$ cat src/rtl/fp_add_pkg.sv
// rtl/fp_add_pkg.sv - shared states, constants and operand unpacking for the FP add sequencer
package fp_add_pkg;

  typedef enum logic [2:0] {IDLE, UNPACK, ALIGN, ADD, NORM, ROUND, DONE} state_t;

  localparam logic [31:0] QNAN    = 32'h7FC00000;
  localparam logic [7:0]  EXP_MAX = 8'hFF;
  localparam int          MANT_W  = 23;
  localparam int          WORK_W  = 32;

  typedef struct packed {
    logic              sign;
    logic [7:0]        exp;
    logic [WORK_W-1:0] sig;
  } operand_t;

  // Working significand: bit31 carry, bits[30:7] = 1.m, bits[6:0] guard/extension
  function automatic operand_t unpack_op(input logic [31:0] v);
    operand_t o;
    o.sign = v[31];
    o.exp  = v[30:MANT_W];
    o.sig  = (o.exp == 8'd0) ? '0 : {1'b0, 1'b1, v[MANT_W-1:0], 7'b0};
    return o;
  endfunction

  function automatic logic [4:0] lzc31(input logic [30:0] v);
    logic [4:0] n;
    n = 5'd31;
    for (int i = 0; i < 31; i++) begin
      if (v[i]) n = 5'(30 - i);
    end
    return n;
  endfunction

endpackage

$ cat src/rtl/fp_shift_unit.sv
// rtl/fp_shift_unit.sv - shared 32-bit left/right shifter, saturating to zero, with sticky of lost bits
module fp_shift_unit
  import fp_add_pkg::*;
(
  input  logic [WORK_W-1:0] i_data,
  input  logic [7:0]        i_amt,
  input  logic              i_left,
  output logic [WORK_W-1:0] o_data,
  output logic              o_sticky
);

  logic [2*WORK_W-1:0] w_right;
  logic [2*WORK_W-1:0] w_left;

  assign w_right = {i_data, {WORK_W{1'b0}}} >> i_amt[4:0];
  assign w_left  = {{WORK_W{1'b0}}, i_data} << i_amt[4:0];

  always_comb begin
    o_data   = '0;
    o_sticky = 1'b0;
    if (i_amt >= 8'd32) begin
      o_data   = '0;
      o_sticky = |i_data;
    end else if (i_left) begin
      o_data   = w_left[WORK_W-1:0];
      o_sticky = |w_left[2*WORK_W-1:WORK_W];
    end else begin
      o_data   = w_right[2*WORK_W-1:WORK_W];
      o_sticky = |w_right[WORK_W-1:0];
    end
  end

endmodule

$ cat src/rtl/fp_add_seq.sv
// rtl/fp_add_seq.sv - multi-cycle IEEE-754 single add sequencer with tag and valid/ready result
// FP_ADD_RNE_EN selects round-to-nearest-even; otherwise results truncate toward zero.
module fp_add_seq
  import fp_add_pkg::*;
#(
  parameter int TAG_W = 4
) (
  input  logic             clk,
  input  logic             rst,
  input  logic             flush,
  input  logic             in_valid,
  output logic             in_ready,
  input  logic [31:0]      in_a,
  input  logic [31:0]      in_b,
  input  logic [TAG_W-1:0] in_tag,
  output logic             out_valid,
  input  logic             out_ready,
  output logic [31:0]      out_result,
  output logic [TAG_W-1:0] out_tag
);

  state_t              r_state;
  logic [31:0]         r_in_a, r_in_b;
  logic [TAG_W-1:0]    r_tag;
  logic                r_sign, r_eff_sub, r_zsign, r_zero, r_sticky;
  logic                r_special;
  logic [31:0]         r_spec_res;
  logic signed [9:0]   r_exp;
  logic [7:0]          r_d;
  logic [WORK_W-1:0]   r_sig_a, r_sig_b;
  logic                r_out_valid;
  logic [31:0]         r_out_result;
  logic [TAG_W-1:0]    r_out_tag;

  operand_t            w_op_a, w_op_b;
  logic [30:0]         w_key_a, w_key_b;
  logic                w_swap, w_nan_a, w_nan_b, w_inf_a, w_inf_b;
  logic [WORK_W-1:0]   w_sum, w_sh_in, w_sh_out;
  logic [7:0]          w_sh_amt;
  logic                w_sh_left, w_sh_sticky;
  logic [4:0]          w_lz;
  logic                w_inc;
  logic [24:0]         w_rnd;
  logic signed [9:0]   w_exp_r;
  logic [22:0]         w_mant;
  logic [31:0]         w_final;

  assign in_ready   = (r_state == IDLE);
  assign out_valid  = r_out_valid;
  assign out_result = r_out_result;
  assign out_tag    = r_out_tag;

  // Zeros (and flushed subnormals) compare as the smallest magnitude
  assign w_key_a = (r_in_a[30:23] == 8'd0) ? 31'd0 : r_in_a[30:0];
  assign w_key_b = (r_in_b[30:23] == 8'd0) ? 31'd0 : r_in_b[30:0];
  assign w_swap  = (w_key_b > w_key_a);
  assign w_op_a  = unpack_op(w_swap ? r_in_b : r_in_a);
  assign w_op_b  = unpack_op(w_swap ? r_in_a : r_in_b);

  assign w_nan_a = (r_in_a[30:23] == EXP_MAX) && (r_in_a[MANT_W-1:0] != '0);
  assign w_nan_b = (r_in_b[30:23] == EXP_MAX) && (r_in_b[MANT_W-1:0] != '0);
  assign w_inf_a = (r_in_a[30:23] == EXP_MAX) && (r_in_a[MANT_W-1:0] == '0);
  assign w_inf_b = (r_in_b[30:23] == EXP_MAX) && (r_in_b[MANT_W-1:0] == '0);

  // Borrowing the sticky keeps the difference a floor value so rounding stays exact
  assign w_sum = r_eff_sub ? (r_sig_a - r_sig_b - {{(WORK_W-1){1'b0}}, r_sticky})
                           : (r_sig_a + r_sig_b);

  assign w_lz      = lzc31(r_sig_a[30:0]);
  assign w_sh_in   = (r_state == NORM) ? r_sig_a : r_sig_b;
  assign w_sh_left = (r_state == NORM) && !r_sig_a[31];
  assign w_sh_amt  = (r_state != NORM) ? r_d : (r_sig_a[31] ? 8'd1 : {3'b0, w_lz});

  fp_shift_unit u_shift (
    .i_data   (w_sh_in),
    .i_amt    (w_sh_amt),
    .i_left   (w_sh_left),
    .o_data   (w_sh_out),
    .o_sticky (w_sh_sticky)
  );

`ifdef FP_ADD_RNE_EN
  logic w_guard, w_round, w_sticky_all;
  assign w_guard      = r_sig_a[6];
  assign w_round      = r_sig_a[5];
  assign w_sticky_all = (|r_sig_a[4:0]) | r_sticky;
  assign w_inc        = w_guard & (w_round | w_sticky_all | r_sig_a[7]);
`else
  assign w_inc = 1'b0;
`endif

  assign w_rnd   = {1'b0, r_sig_a[30:7]} + {24'd0, w_inc};
  assign w_exp_r = r_exp + $signed({9'd0, w_rnd[24]});
  assign w_mant  = w_rnd[24] ? w_rnd[23:1] : w_rnd[22:0];

  always_comb begin
    w_final = {r_sign, 31'd0};
    if (r_special)                 w_final = r_spec_res;
    else if (r_zero)               w_final = {r_zsign, 31'd0};
    else if (r_exp <= 10'sd0)      w_final = {r_sign, 31'd0};
    else if (w_exp_r >= 10'sd255)  w_final = {r_sign, EXP_MAX, 23'd0};
    else                           w_final = {r_sign, w_exp_r[7:0], w_mant};
  end

  always_ff @(posedge clk) begin
    if (rst) begin
      r_state      <= IDLE;
      r_out_valid  <= 1'b0;
      r_out_result <= '0;
      r_out_tag    <= '0;
    end else if (flush) begin
      r_state     <= IDLE;
      r_out_valid <= 1'b0;
    end else begin
      case (r_state)
        IDLE: if (in_valid) begin
          r_in_a  <= in_a;
          r_in_b  <= in_b;
          r_tag   <= in_tag;
          r_state <= UNPACK;
        end
        UNPACK: begin
          r_sign     <= w_op_a.sign;
          r_eff_sub  <= w_op_a.sign ^ w_op_b.sign;
          r_zsign    <= r_in_a[31] & r_in_b[31];
          r_exp      <= $signed({2'b0, w_op_a.exp});
          r_d        <= w_op_a.exp - w_op_b.exp;
          r_sig_a    <= w_op_a.sig;
          r_sig_b    <= w_op_b.sig;
          r_special  <= w_nan_a | w_nan_b | w_inf_a | w_inf_b;
          r_spec_res <= (w_nan_a | w_nan_b | (w_inf_a & w_inf_b & (r_in_a[31] ^ r_in_b[31])))
                        ? QNAN : (w_inf_a ? r_in_a : r_in_b);
          r_state    <= ALIGN;
        end
        ALIGN: begin
          r_sig_b  <= w_sh_out;
          r_sticky <= w_sh_sticky;
          r_state  <= ADD;
        end
        ADD: begin
          r_sig_a <= w_sum;
          r_zero  <= (w_sum == '0);
          r_state <= NORM;
        end
        NORM: begin
          r_sig_a  <= w_sh_out;
          r_sticky <= r_sticky | w_sh_sticky;
          r_exp    <= r_sig_a[31] ? (r_exp + 10'sd1) : (r_exp - $signed({5'd0, w_lz}));
          r_state  <= ROUND;
        end
        ROUND: begin
          r_out_result <= w_final;
          r_out_tag    <= r_tag;
          r_out_valid  <= 1'b1;
          r_state      <= DONE;
        end
        DONE: if (out_ready) begin
          r_out_valid <= 1'b0;
          r_state     <= IDLE;
        end
        default: r_state <= IDLE;
      endcase
    end
  end

endmodule
$ cat config.mk
export PLATFORM = sky130hd
export DESIGN_NAME = fp_add_seq
export DESIGN_NICKNAME = d
export VERILOG_FILES = /design/src/rtl/fp_add_pkg.sv /design/src/rtl/fp_shift_unit.sv /design/src/rtl/fp_add_seq.sv
export SDC_FILE = /design/constraint.sdc
export NUM_CORES = 1
export LEC_CHECK = 0
export ABC_AREA = 1
export CORE_UTILIZATION = 56
export DETAILED_ROUTE_END_ITERATION = 8
export PLACE_DENSITY_LB_ADDON = 0.05
export SETUP_SLACK_MARGIN = 0.3
export SLEW_MARGIN = 20
export SYNTH_ARGS = -nofsm -noshare
export SYNTH_HDL_FRONTEND = slang
export SYNTH_SLANG_ARGS = --single-unit
$ cat constraint.sdc
create_clock -name clk -period 4.5 [get_ports clk]
set_clock_uncertainty 0.1 [all_clocks]
set_input_delay 0.45 -clock clk [delete_from_list [all_inputs] [get_ports clk]]
set_output_delay 0.45 -clock clk [all_outputs]
set_load 0.05 [all_outputs]
==> metrics.txt <==
outcome finished with violations; failing checks DRC, capacitance limit, slew limit, setup timing; mux cell area share after synthesis 0.00383; share of flip-flops with an asynchronous set or reset 0; Vias between 20000 and 25000; CTS Buffer Depth 3; Req. time, crit path 4.70 ns; # diodes 0; Simple-Gate Fraction of Synth Area 0.276; CP max stage cell edfxtp_1; Worst-Margin Slew roughly 1.8 ns; DRT Wirelength between 80000 and 90000 um; setup slack, reg-to-reg -0.89 ns; critical path endpoint category register; CTS tree yes; syn_area_per_cell around 7.3 um2; via count of the first global-routing pass 21115; hold bufs inserted after CTS 0; Synth Instances 2567; DRT iter0 DRCs about 3600; synth warn 0; DIE AREA around 34000 um2; Worst slew margin -0.189; crit path capture r_sig_b[29]; die width between 150 and 200 um; non-filler instance count after layout 3433; overall power 0.00560 W; first-pass GRT wire length 118000 um; Rows 66; Crit Path Class register to register; worst hold path class input pin to register; post-DP HPWL roughly 53000 um; Total Routing Usage GR 0.456; Vias/cell 6.76; synthesized area between 15000 and 20000 um2; most frequent cell after synthesis nand2_1; leak pwr approximately 11 nW; cells on worst reg2reg path 26; critical path fanouts, max 8; port buffer count 110; area grow syn2layout 44.8%; most instantiated cells after synthesis nand2_1 (532), nand3_1 (298), inv_1 (244); Setup WS pre-CTS -0.622 ns; largest family of logic cells by synthesized area simple AND/OR/NAND/NOR gates; Fin. Hold Viols 0; worst vdd ir roughly 0.00036 V; Area contributors post-synth edfxtp_1 (30%), nand2_1 (11%), ha_1 (9.1%), nand3_1 (8.0%), o21ai_0 (6.0%); Core Footprint approximately 33000 um2; Seq cells post-synth ~230; CP startpoint r_in_b[29]; largest net degree at the start of global routing slightly below 100; Starting Density 0.571; Post-synth EDFFs between 150 and 200; Final GP Congestion roughly 1.1; initial antenna violation count 0; post-synthesis adder-cell area fraction 0.0950; Synth area leader edfxtp_1; max-cap violation count 1; RR Startpoint r_in_b[29]; Total Nets Final 3183; reg2reg end r_sig_b[29]; Final Slew Violations 4; DRC viols 2; Critical Path Start Type register; placed insts 3266; clk root buf clkbuf_16; Synth Area in Compound Gates 0.184; CP max stage delay about 0.47 ns; I/O pin cnt ~110; Die Span Y around 180 um; crit-path most repeated cell buf_6; CTS buffer count 26; design area 27000 um2; Post-Synth XOR/XNOR Area 0.0141; RSZ-0062 raised after global routing yes; Post-Syn Nets 2779; register area share after synthesis 0.346; Antenna Violating Nets Remaining 0; period utilization 1.20; Final min period between 5 and 6 ns; layout cells sized above 1 0.312; fin worst setup slack -0.895 ns; Post-Place Cell Area between 20000 and 25000 um2; H-tree levels 1; 1st-pass router iterations 9; Fmax 185 MHz; Clk Latency, worst-skew pair 0.56 ns; drt wl/cell around 25 um; WP data arrival approximately 5.6 ns; PwrDens roughly 210 nW/um2; grt total ovfl 0; final setup fails 73; # clock sinks approximately 230; area share of the largest cell type after synthesis 0.303; Hold Slack about 0.34 ns; Yosys cell types 61; Reg clk slew, reported paths around 0.07 ns; Most used DFF post-synth edfxtp_1
==> cells by family (layout without fill, tap and decap cells) <==
| logic type | after synthesis | count (layout) |
|---|---|---|
| simple gates | 1164 | 1167 |
| mux | 7 | 7 |
| fa+ha+maj | 139 | 139 |
| flops | 228 | 228 |
| xor+xnor | 30 | 30 |
| compound gates | 614 | 614 |
| buf+inv | 385 | 806 |
==> where the power goes <==
group	switching [W]	internal [W]	total (W)
clock	0.000943	0.00130	0.00224
combinational	0.000575	0.000430	0.00101
sequential	0.0000332	0.00233	0.00236
total	0.00155	0.00405	0.00560
==> repair_timing <==
item,CTS,global route
resized for setup,410,289
cloned,13,0
setup endpoints to repair,76,82
setup buffers,74,32
pin swaps,157,181
==> critical path, delay by kind of cell, from the launching register on <==
family | cells | cell delay, ns
AO/OA/AOI/OAI | 4 | 0.81
buffers and inverters | 11 | 1.54
AND/OR/NAND/NOR | 10 | 1.91
adder cells (fa/ha/maj) | 1 | 0.29
flip-flops | 1 | 0.47
==> layout make-up <==
cell class,count,area [um2]
timing repair buffer,507,4780
multi-input combinational,1957,13300
clock inverter,11,149
fill,1905,5660
inverter,251,952
tap,442,553
clock buffer,37,723
sequential,228,6450
==> metrics by stage <==
step           setup TNS (ns)  utilization
5_1_grt                -47.88        0.826
2_1_floorplan               0            -
3_3_place_gp           -14.32        0.678
4_1_cts                 -3.84        0.780
6_report               -42.35        0.826
3_5_place_dp           -25.62        0.678
==> registers in the layout, summed over array words and instances, names as in the netlist <==
register and cells:
out_tag 4, r_tag 4, r_sig_b 32, r_sticky 1, r_zsign 1, r_sign 1
r_exp 10, r_in_b 32, r_special 1, r_d 8, out_valid 1, r_in_a 32
r_eff_sub 1, r_sig_a 32, r_spec_res 32, out_result 32, r_state 3, r_zero 1
==> per-layer routing <==
layer	part of all wire	global-route usage
met5	0	0
met4	0.092	0.305
met1	0.34	0.554
met2	0.44	0.729
met3	0.13	0.0968
==> cells in the final DEF, fill, tap and decap left out, drive strengths merged, types with 2 or more instances in the layout <==
master           n
nand2          547
buf            395
nand3          300
o21ai          283
inv            246
a21oi          203
edfxtp         188
nor2           176
ha             135
clkdlybuf4s50  110
o211ai          57
nand4           48
dfxtp           40
clkbuf          39
nor3            35
or2             27
nor4            24
xor2            19
a31oi           14
xnor2           11
o22ai           11
o21a             9
clkinv           8
o21bai           8
mux2i            6
a211oi           6
and2             6
clkinvlp         5
o311ai           5
a22oi            4
fa               4
a21boi           3
o31ai            3
bufinv           3
a32oi            2
nand3b           2
nor3b            2
==> worst min-delay path by stage <==
stage / from / end / slack [ns] / depth (start not counted)
after floorplan: r_tag[0] / out_tag[0] / 0.35 / 2
after global placement: r_tag[1] / out_tag[1] / 0.35 / 2
after detailed placement: r_tag[3] / out_tag[3] / 0.37 / 2
after CTS: in_a[25] / r_in_a[25] / 0.34 / 1
after global routing: in_b[8] / r_in_b[8] / 0.34 / 1
final: in_b[23] / r_in_b[23] / 0.34 / 1
Power figures use the tool's default switching activity.
